$ cat src/rtl/div_32.sv
// Iterative restoring divider: one quotient bit per cycle, start/ready handshake.
// Optional macro DIV_SIGNED_EN selects two's complement operands with sign correction.
module div_32 #(
    parameter int WIDTH = 32,
    parameter int CNT_W = 6
) (
    input  logic             clock,
    input  logic             reset,
    input  logic             ctrl_div,
    input  logic [WIDTH-1:0] dividend,
    input  logic [WIDTH-1:0] divisor,
    output logic [WIDTH-1:0] quotient,
    output logic [WIDTH-1:0] remainder,
    output logic             result_rdy,
    output logic             exception,
    output logic             busy
);

    typedef enum logic [1:0] {IDLE, RUN, DONE} state_t;

    state_t           state, state_nxt;
    logic [WIDTH-1:0] rem, quo, dvs;
    logic [CNT_W-1:0] cnt;
    logic             last, div_zero;
    logic [WIDTH:0]   rem_sh, trial;
    logic [WIDTH-1:0] rem_nxt, quo_nxt, a_mag, b_mag, q_fix, r_fix;

    assign div_zero = (divisor == '0);
    assign last     = (cnt == CNT_W'(WIDTH-1));

    // Restoring step; the sign bit of the WIDTH+1 bit trial decides the quotient bit.
    assign rem_sh  = {rem, quo[WIDTH-1]};
    assign trial   = rem_sh - {1'b0, dvs};
    assign rem_nxt = trial[WIDTH] ? rem_sh[WIDTH-1:0] : trial[WIDTH-1:0];
    assign quo_nxt = {quo[WIDTH-2:0], ~trial[WIDTH]};

`ifdef DIV_SIGNED_EN
    logic a_neg, b_neg, neg_q, neg_r;

    assign a_neg = dividend[WIDTH-1];
    assign b_neg = divisor[WIDTH-1];
    assign a_mag = a_neg ? -dividend : dividend;
    assign b_mag = b_neg ? -divisor : divisor;
    assign q_fix = neg_q ? -quo_nxt : quo_nxt;
    assign r_fix = neg_r ? -rem_nxt : rem_nxt;

    always_ff @(posedge clock) begin
        if (reset) begin
            neg_q <= 1'b0;
            neg_r <= 1'b0;
        end else if (ctrl_div && !div_zero) begin
            neg_q <= a_neg ^ b_neg;
            neg_r <= a_neg;
        end
    end
`else
    assign a_mag = dividend;
    assign b_mag = divisor;
    assign q_fix = quo_nxt;
    assign r_fix = rem_nxt;
`endif

    always_ff @(posedge clock) begin
        if (reset) state <= IDLE;
        else       state <= state_nxt;
    end

    // A start is honoured in every state; in RUN it discards the in-flight operation.
    always_comb begin
        state_nxt = state;
        if (ctrl_div) begin
            state_nxt = div_zero ? DONE : RUN;
        end else begin
            case (state)
                RUN:     if (last) state_nxt = DONE;
                DONE:    state_nxt = IDLE;
                default: state_nxt = IDLE;
            endcase
        end
    end

    always_comb begin
        busy       = (state == RUN);
        result_rdy = (state == DONE);
    end

    always_ff @(posedge clock) begin
        if (reset) begin
            rem       <= '0;
            quo       <= '0;
            dvs       <= '0;
            cnt       <= '0;
            quotient  <= '0;
            remainder <= '0;
            exception <= 1'b0;
        end else if (ctrl_div) begin
            if (div_zero) begin
                quotient  <= '0;
                remainder <= dividend;
                exception <= 1'b1;
            end else begin
                rem <= '0;
                quo <= a_mag;
                dvs <= b_mag;
                cnt <= '0;
            end
        end else if (state == RUN) begin
            rem <= rem_nxt;
            quo <= quo_nxt;
            cnt <= cnt + 1'b1;
            // Results land on the edge into DONE so they are valid with result_rdy.
            if (last) begin
                quotient  <= q_fix;
                remainder <= r_fix;
                exception <= 1'b0;
            end
        end
    end

endmodule

$ cat config.mk
export PLATFORM = sky130hd
export DESIGN_NAME = div_32
export DESIGN_NICKNAME = d
export VERILOG_FILES = /design/src/rtl/div_32.sv
export SDC_FILE = /design/constraint.sdc
export NUM_CORES = 1
export LEC_CHECK = 0
export BUFFER_PORTS_ARGS = -buffer_cell sky130_fd_sc_hd__buf_2
export CAP_MARGIN = 25
export CORE_UTILIZATION = 40
export DETAILED_ROUTE_END_ITERATION = 7
export MAX_ROUTING_LAYER = met4
export PLACE_DENSITY = 0.65
export SYNTH_ARGS = -nofsm -noshare
export SYNTH_HDL_FRONTEND = slang
export SYNTH_SLANG_ARGS = --single-unit
$ cat constraint.sdc
create_clock -name clock -period 3.4 [get_ports clock]
set_input_delay 0.17 -clock clock [delete_from_list [all_inputs] [get_ports clock]]
set_output_delay 0.17 -clock clock [all_outputs]
set_load 0.02 [all_outputs]
==> impl_metrics.json, run 1 <==
{
  "outcome": "completed",
  "vias_per_cell": 5.51,
  "io_pins": 134,
  "skew_ns": 0.0128,
  "grt_pass1_vias": 7863,
  "ys_warn_count": 0,
  "postCtsSetupBuffers": 0,
  "critPathRequiredTime_ns": 3.75,
  "root_buffer": "clkbuf_16",
  "drc": 0,
  "dieArea_mm2": 0.0229,
  "crit_family": "compound AO/OA/AOI/OAI gates",
  "cp_common_cell": "buf_4",
  "setup_viol": 0,
  "wirelength_mm": 25.8,
  "cts_tree": "done",
  "critPathArrivalTime_ns": 3.58,
  "max_freq_mhz": 310,
  "avgSynthCellArea_um2": 8.45,
  "cp_slowest_cell": "fa_1",
  "num_vias": 8192,
  "crit_buf_inv": 3,
  "final_cell_mix": "dfxtp_1, nor2_1, buf_2",
  "drt_iter0_drc": 463,
  "synthCells": 1055,
  "leakage_nw": 4.53,
  "ys_seq_elements": 169,
  "max_cap_violations": 0,
  "hp-class": "primary input to register",
  "rows": 54,
  "slew_violations": 0,
  "portBuffers": 133,
  "netlist_area_mm2": 0.00892,
  "worstSetupEndpointType": "register",
  "final_layout_size_suffix_gt1_share_pct": 19.3,
  "coreArea_mm2": 0.0218,
  "slew_headroom_pct": 31.9,
  "ys_seq_area_share_pct": 37.9,
  "finalHoldViolations": 0,
  "min_period_over_period_pct": 94.8,
  "antenna_found_initial": 1,
  "peakVddDrop_v": 0.000338,
  "dr.pass1.iters": 5,
  "synth_async_sr_flop_share_pct": 0,
  "dp_hpwl_mm": 18.6,
  "synth_cell_type_count": 74,
  "clk_latency_ns": 0.43,
  "critPathLaunchType": "register",
  "cp_cell_sequence": "inv_1 > ha_1 > fa_1 > nor2b_2 > o31ai_4 > a31oi_2 > a41o_1 > o311a_4 > buf_4 > nor2_8 > buf_4 > mux2i_1 > or3_1 > a21oi_1",
  "htreeDepth": 4,
  "tightest_slew_ns": 1.02,
  "final_util_pct": 49.4,
  "finalWeightedCongestion": 0.885,
  "wl_per_cell_um": 17.3,
  "start_util_pct": 40.9,
  "grt-ovfl-total": 0,
  "synthesis.nets": 1156,
  "grt_pass1_wl_mm": 41.0,
  "layout_commonest_cell": "dfxtp_1",
  "crit_fanout": 14,
  "area_growth_pct": 20.8,
  "min_period_ns": 3.22,
  "max_stage_delay_ns": 0.42,
  "grt_max_degree": 63,
  "ant_nets": 0,
  "power.density_mw_per_mm2": 438,
  "synth_edf_count": 0,
  "fin_ws_ns": 0.176,
  "synth_ff_type": "dfxtp_1",
  "pre_cts_ws_ns": 0.00972,
  "clkTransAtPathRegs_ns": 0.07,
  "cts_sinks": 169,
  "whs_ns": 0.000450,
  "cts_buffers": 17,
  "nNetsFinal": 1294,
  "die_x_um": 151,
  "ctsLongestPathBuffers": 2,
  "grt_usage_pct": 23.7,
  "die_h_um": 151,
  "critical_path_class": "register to register"
}
where the power goes:
part	switching (mW)	total [mW]	leakage (nW)	internal, mW
Combinational	0.425	0.735	2.88	0.310
Sequential	0.0440	2.08	1.38	2.04
Clock	0.914	1.90	0.273	0.987
state kept, by name, summed over array words and instances, names as in the netlist:
register and count:
dvs 32, quo 32, quotient 32, rem 32
remainder 32, cnt 6, state 2, exception 1
worst min-delay path, cell delays in order:
cell and delay [ns]:
buf_2 0.09, mux2i_1 0.06, nor2_1 0.07
final cells by class:
cell class	count	area, um^2
clock buffers	18	439
inverters	40	150
clock inverters	14	130
diodes	1	2.50
well taps	280	350
multi-input cells	771	5100
repair buffers	194	1210
fillers	2139	11000
flip-flops and latches	169	3380
final timing paths:
check,from,endpoint,slack [ns],cells after the start
setup / recovery,quo[31]$_SDFFE_PP0P_,rem[14]$_SDFFE_PP0P_,0.18,14
hold / removal,divisor[3],dvs[3]$_SDFFE_PP0P_,0.0005,3
setup reg to reg,quo[31]$_SDFFE_PP0P_,rem[14]$_SDFFE_PP0P_,0.18,14
hold reg to reg,remainder[16]$_SDFFE_PP0P_,remainder[16]$_SDFFE_PP0P_,0.45,2
cell families after synthesis:
| group | after synthesis | synth area share [%] |
|---|---|---|
| compound gates | 295 | 23.3 |
| xor+xnor | 27 | 2.65 |
| fa+ha+maj | 34 | 4.85 |
| buf+inv | 115 | 5.51 |
| flops | 169 | 37.9 |
| mux | 72 | 8.30 |
| simple gates | 343 | 17.4 |
metal layers:
layer	wire length, um	vias to the layer above	global-route usage (%)
li1	-	4072	-
met4	567	0	7.50
met5	0	-	-
met1	11500	3865	29.7
met3	1180	40	3.86
met2	12500	215	38.9
Yosys cell counts (all sizes together), types with 3 or more instances:
library cell	number	area, um^2
dfxtp	169	3380
nor2	162	624
nand2	82	308
mux2i	68	681
a21oi	60	300
clkbuf	58	218
o21ai	55	279
a22oi	41	313
inv	40	150
a211oi	36	270
ha	33	413
a311oi	22	199
xnor2	18	158
buf	17	124
nand2b	17	106
o211ai	11	103
nand3	10	50.1
nor4	10	62.6
a2bb2oi	9	78.8
nor3	9	45.0
or2	9	56.3
xor2	9	78.8
nand4	8	50.1
o21a	8	60.1
a31oi	7	50.1
and2	7	43.8
nor2b	7	43.8
a21boi	6	45.0
or3	6	37.5
a21o	5	37.5
nor3b	5	37.5
and3	4	25.0
mux2	4	60.1
o21bai	4	30.0
a22o	3	26.3
nand3b	3	22.5
o41ai	3	41.3
through the flow:
stage	total power [mW]	TNS, ns	std cells	cell area (um^2)
after floorplan	2.61	0	1055	8920
after global placement	2.82	0	1429	9920
after detailed placement	2.83	0	1429	9920
after CTS	4.73	0	1486	10700
after global routing	4.90	-0.0417	1487	10800
final	4.72	0	1487	10800
what timing repair did:
| action | CTS | global route |
|---|---|---|
| hold buffers | 25 | 0 |
| resized for setup | 1 | 3 |
| endpoints found under the setup margin | 1 | 27 |
| endpoints found under the hold margin | 25 | 0 |
No activity file was read; power rests on OpenSTA's default activity.
==> run 2, diff against run 1 <==
Settings changed: ABC_AREA from default to 1, SETUP_SLACK_MARGIN from default to 0.5.
==> run 2 against run 1 <==
Against the previous run: global-route usage is 1.0 points higher; design area is 9.3% higher; sequential cell count stayed put; fmax is 20% higher; hold slack better by 0.034 ns.
==> impl_metrics.json, run 2 <==
{
  "rsz0062_at_grt": "false",
  "power.density_mw_per_mm2": 530,
  "reg2reg_to": "rem[26]$_SDFFE_PP0P_",
  "grt_max_degree": 65,
  "layout_commonest_cell": "nand2_1",
  "setup_viol": 0,
  "io_pins": 134,
  "synth_top_area_share_pct": 33.2,
  "cts_sinks": 169,
  "portBuffers": 133,
  "coreArea_mm2": 0.0250,
  "rows": 58,
  "root_buffer": "clkbuf_16",
  "crit_buf_inv": 2,
  "antenna_found_initial": 1,
  "synth_common_cells": "nand2_1, inv_1, dfxtp_1",
  "dr.pass1.iters": 5,
  "final_area_mm2": 0.0118,
  "slew_headroom_pct": 47.0,
  "vias_per_cell": 5.00,
  "peakVddDrop_v": 0.000340,
  "worstSetupEndpointType": "register",
  "finalHoldViolations": 0,
  "htreeDepth": 4,
  "crit_family": "simple AND/OR/NAND/NOR gates",
  "leakage_nw": 6.13,
  "synth_ff_type": "dfxtp_1",
  "synthesis.nets": 1723,
  "r2r_start": "quo[31]$_SDFFE_PP0P_",
  "die_x_um": 162,
  "wl_per_cell_um": 14.9,
  "critPathArrivalTime_ns": 3.00,
  "max_stage_delay_ns": 0.41,
  "critical_path_class": "register to register",
  "worst-path-stages": 17,
  "crit_fanout": 18,
  "avgSynthCellArea_um2": 6.27,
  "tightest_slew_ns": 0.795,
  "synth_top_cell_by_area": "dfxtp_1",
  "synth_edf_count": 0,
  "wirelength_mm": 30.7,
  "dp_cells": 2030,
  "cts_buffers": 17,
  "max_freq_mhz": 372,
  "regArea_mm2": 0.00338,
  "grt_usage_pct": 24.7,
  "grt_pass1_vias": 9636,
  "outcome": "completed",
  "synth_async_sr_flop_share_pct": 0,
  "r2r_cells": 17,
  "ys_warn_count": 0,
  "cp_common_cell": "nand2_1",
  "fillers": 2657,
  "fin_cells": 2069,
  "finalSetupTns_ns": 0,
  "final_cell_mix": "nand2_1, inv_1, dfxtp_1",
  "cts_tree": "done",
  "reg2reg_slack_ns": 0.71,
  "grt_pass1_wl_mm": 49.7,
  "placed_area_mm2": 0.0111,
  "dp_hpwl_mm": 22.9,
  "dieArea_mm2": 0.0261,
  "cp-startpoint": "quo[31]$_SDFFE_PP0P_",
  "area_growth_pct": 15.7,
  "whs_ns": 0.0345,
  "max_cap_violations": 0,
  "cp_slowest_cell": "fa_1",
  "grt-ovfl-total": 0,
  "ant_nets": 0,
  "crit_path_end": "rem[26]$_SDFFE_PP0P_",
  "yosys-top-cells-area": "dfxtp_1, nand2_1, inv_1",
  "drt_iter0_drc": 739,
  "start_util_pct": 40.6,
  "finalWeightedCongestion": 0.931,
  "synth_cell_type_count": 39,
  "min_period_over_period_pct": 79.1,
  "total_power_mw": 6.24,
  "critPathRequiredTime_ns": 3.71,
  "ys_seq_elements": 169,
  "slew_violations": 0,
  "yosysMostFrequentCell": "nand2_1",
  "clkTransAtPathRegs_ns": 0.08,
  "final_layout_size_suffix_gt1_share_pct": 14.5,
  "drc": 0,
  "clk_latency_ns": 0.44,
  "critPathLaunchType": "register",
  "min_period_ns": 2.69,
  "hp-class": "primary input to register",
  "ctsLongestPathBuffers": 2,
  "netlist_area_mm2": 0.0102,
  "num_vias": 10300,
  "skew_ns": 0.0170,
  "cp_cell_sequence": "inv_1 > ha_1 > fa_1 > inv_1 > nand2_1 > nand2_1 > nand3_1 > nand2_2 > nand2_2 > nand2_2 > nand2_4 > nand2_4 > nand2_4 > nand3_2 > nand2_1 > nand2_1 > a21oi_1",
  "multi_input_area_mm2": 0.00561,
  "ys_seq_area_share_pct": 33.2,
  "nNetsFinal": 1826,
  "die_h_um": 162,
  "synthCells": 1622
}
## run 2: worst min path at each step
stage | from | end | cells past startpoint
after floorplan | divisor[0] | dvs[0]$_SDFFE_PP0P_ | 2
after global placement | quotient[2]$_SDFFE_PP0P_ | quotient[2]$_SDFFE_PP0P_ | 2
after detailed placement | quotient[16]$_SDFFE_PP0P_ | quotient[16]$_SDFFE_PP0P_ | 2
after CTS | divisor[8] | dvs[8]$_SDFFE_PP0P_ | 3
after global routing | divisor[9] | dvs[9]$_SDFFE_PP0P_ | 3
final | divisor[8] | dvs[8]$_SDFFE_PP0P_ | 3
## run 2: kinds of logic (layout without fill, tap and decap cells)
kind of cell	after synthesis	count (layout)	synth area share [%]
and+or+nand+nor	843	843	35.9
buffers and inverters	309	425	11.9
AOI/OAI and AO/OA	257	257	13.9
DFF	169	169	33.2
adders and majority gates	34	34	4.25
xor gates and xnor gates	10	10	0.861
other	0	1	0
## run 2: final cells by class
type,count,area share (%)
Clock buffer,17,3.61
Inverter,234,7.47
Multi-Input combinational cell,1144,47.6
Tap cell,330,3.51
Clock inverter,15,1.47
Antenna cell,1,0.0213
Timing Repair Buffer,159,7.57
Sequential cell,169,28.7
## run 2: where the power goes
part / switching (mW) / total (mW) / internal, mW / leakage (nW)
clock network: 0.992 / 1.99 / 0.996 / 0.295
logic: 1.39 / 2.08 / 0.688 / 4.45
registers: 0.0834 / 2.17 / 2.08 / 1.38
## run 2: through the flow
stage / util, % / setup slack, ns
2_1_floorplan: - / 1.15
3_3_place_gp: 44.3 / 0.210
3_5_place_dp: 44.4 / 0.702
4_1_cts: 46.8 / 0.690
5_1_grt: 47.0 / 0.541
6_report: 47.0 / 0.709
## run 2: timing repair
| action | in CTS | in global routing |
|---|---|---|
| buffers inserted | 0 | 6 |
| hold buffers | 0 | 0 |
| hold endpoints to repair | 0 | 0 |
| setup endpoints to repair | 0 | 6 |
| resized for setup | 0 | 1 |
## run 2: layer usage
layer | global-route usage (%) | routed length [um]
met1 | 33.9 | 14700
met2 | 37.4 | 13500
met3 | 3.36 | 1860
met5 | - | 0
met4 | 8.02 | 653
## run 2: worst reg2reg max path: stages, from the launching register on
cell and delay, ns:
dfxtp_1 0.33, inv_1 0.07, ha_1 0.23, fa_1 0.41, inv_1 0.13, nand2_1 0.07
nand2_1 0.08, nand3_1 0.08, nand2_2 0.14, nand2_2 0.07, nand2_2 0.09, nand2_4 0.08
nand2_4 0.09, nand2_4 0.17, nand3_2 0.26, nand2_1 0.08, nand2_1 0.13, a21oi_1 0.08
==> run 3, diff against run 2 <==
Clock period 3.4 ns to 2.7 ns, I/O delays scaled along.
==> run 3 against run 2 <==
Against the previous run: utilization grew 4.5 points; combinational power increased by 63%; routed wire length rose by 5.6%; design area rose by 9.6%; largest cell class unchanged; fmax rose by 16%; register-to-register slack worse by 0.32 ns; sequential power grew 28%; first-iteration DRC count is 1.5% lower; hold slack worse by 0.026 ns; die area unchanged; total power up 38%.
==> impl_metrics.json, run 3 (same netlist as run 2, synthesis figures left out) <==
{
  "leakage_nw": 6.33,
  "outcome": "completed",
  "cp-startpoint": "quo[31]$_SDFFE_PP0P_",
  "layout_commonest_cell": "nand2_1",
  "finalSetupTns_ns": 0,
  "rsz0062_at_grt": "true",
  "slew_violations": 0,
  "pwr-share-clk_pct": 28.6,
  "slew_headroom_pct": 41.3,
  "cts_tree": "done",
  "clk_latency_ns": 0.44,
  "worstSetupEndpointType": "register",
  "dieArea_mm2": 0.0261,
  "finalHoldViolations": 0,
  "final_cell_mix": "nand2_1, inv_1, dfxtp_1",
  "fin_cells": 2092,
  "grt_pass1_wl_mm": 50.7,
  "multi_input_area_mm2": 0.00647,
  "nNetsFinal": 1851,
  "critical_path_class": "register to register",
  "io_pins": 134,
  "die_x_um": 162,
  "drc": 0,
  "coreArea_mm2": 0.0250,
  "insertedDiodeCount": 0,
  "num_vias": 10600,
  "htreeDepth": 4,
  "wl_per_cell_um": 15.5,
  "dr.pass1.iters": 5,
  "portBuffers": 133,
  "ctsLongestPathBuffers": 2,
  "grt_pass1_vias": 9738,
  "fillers": 2460,
  "hp-class": "primary input to register",
  "drt_iter0_drc": 728,
  "regArea_mm2": 0.00341,
  "ant_nets": 0,
  "power.density_mw_per_mm2": 667,
  "critPathRequiredTime_ns": 3.01,
  "dp_hpwl_mm": 22.8,
  "hold_path_startpoint": "divisor[4]",
  "critPathLaunchType": "register",
  "rows": 58,
  "tightest_slew_ns": 0.881,
  "max_freq_mhz": 432,
  "skew_ns": 0.0187,
  "pwr-share-seq_pct": 32.2,
  "grt_max_degree": 102,
  "p_sw_mw": 3.48,
  "peakVddDrop_v": 0.000547,
  "critPathArrivalTime_ns": 2.62,
  "swShare_pct": 40.5,
  "total_power_mw": 8.61,
  "clkTransAtPathRegs_ns": 0.08,
  "vias_per_cell": 5.04,
  "final_util_pct": 51.5,
  "final_layout_size_suffix_gt1_share_pct": 24.6,
  "min_period_over_period_pct": 85.7,
  "cts_buffers": 17,
  "crit_fanout": 8,
  "setup_viol": 0,
  "p_int_mw": 5.13,
  "area_growth_pct": 26.8,
  "max_cap_violations": 0,
  "die_h_um": 162,
  "grt_usage_pct": 25.0,
  "r2r_start": "quo[31]$_SDFFE_PP0P_",
  "dp_cells": 2028,
  "root_buffer": "clkbuf_16",
  "power_frac_comb_pct": 39.2,
  "antenna_found_initial": 0,
  "start_util_pct": 40.6,
  "wirelength_mm": 32.5,
  "finalWeightedCongestion": 0.884,
  "min_period_ns": 2.31,
  "cts_sinks": 169,
  "grt-ovfl-total": 0,
  "pre_cts_ws_ns": 0.193,
  "fin_ws_ns": 0.386
}
-- run 3: final timing paths --
path | endpoint | slack, ns | depth (start not counted)
worst max-delay path | remainder[31]$_SDFFE_PP0P_ | 0.39 | 17
worst min-delay path | dvs[4]$_SDFFE_PP0P_ | 0.009 | 3
worst max register to register | remainder[31]$_SDFFE_PP0P_ | 0.39 | 17
worst min register to register | quotient[25]$_SDFFE_PP0P_ | 0.46 | 2
-- run 3: power groups by stage --
stage	combinational (mW)	sequential [mW]	clock, mW
2_1_floorplan	1.94	2.74	0
4_1_cts	2.98	2.75	2.49
3_3_place_gp	2.52	2.78	0
3_5_place_dp	2.53	2.78	0
5_1_grt	3.70	2.78	2.59
6_report	3.38	2.77	2.46
-- run 3: layout make-up --
type | instances | share of cell area [%]
Tap cell | 330 | 3.20
Timing Repair Buffer | 177 | 8.89
Clock inverter | 14 | 1.15
Sequential cell | 169 | 26.4
Multi-Input combinational cell | 1151 | 50.2
Inverter | 234 | 6.84
Clock buffer | 17 | 3.30
-- run 3: per-stage QoR --
stage          cell area (um^2)  hold slack (ns)
3_5_place_dp              11100            0.442
4_1_cts                   12400         0.000599
3_3_place_gp              11100            0.436
5_1_grt                   12900          0.00661
2_1_floorplan             10200            0.300
6_report                  12900          0.00880
-- run 3: routing by layer --
layer  part of all wire [%]  wire length (um)  GRT usage [%]  up-vias
li1                       -                 -              -     5354
met1                     46             15100           33.4     4825
met2                     45             14700           39.2      340
met3                    6.9              2230           4.21       32
met4                    1.4               463           6.00        0
met5                      0                 0              -        -
-- run 3: what timing repair did --
item	in CTS	in global routing
setup endpoints to repair	68	88
hold buffers	2	0
pin swaps	21	42
endpoints found under the hold margin	2	0
setup buffers	16	7
gates resized for setup	76	116
gates cloned	6	2
-- run 3: critical path, stage by stage, from the launching register on --
cell and delay, ns:
dfxtp_2 0.34, inv_2 0.05, ha_4 0.16, fa_2 0.35, inv_2 0.08, nand2_2 0.05
nand2_2 0.07, nand3_2 0.06, nand2_2 0.09, nand2_2 0.08, nand2_4 0.09, nand2_8 0.08
nand2_8 0.12, nand2_8 0.11, nand3_4 0.19, nand2_2 0.10, nand2_4 0.09, a21oi_2 0.06
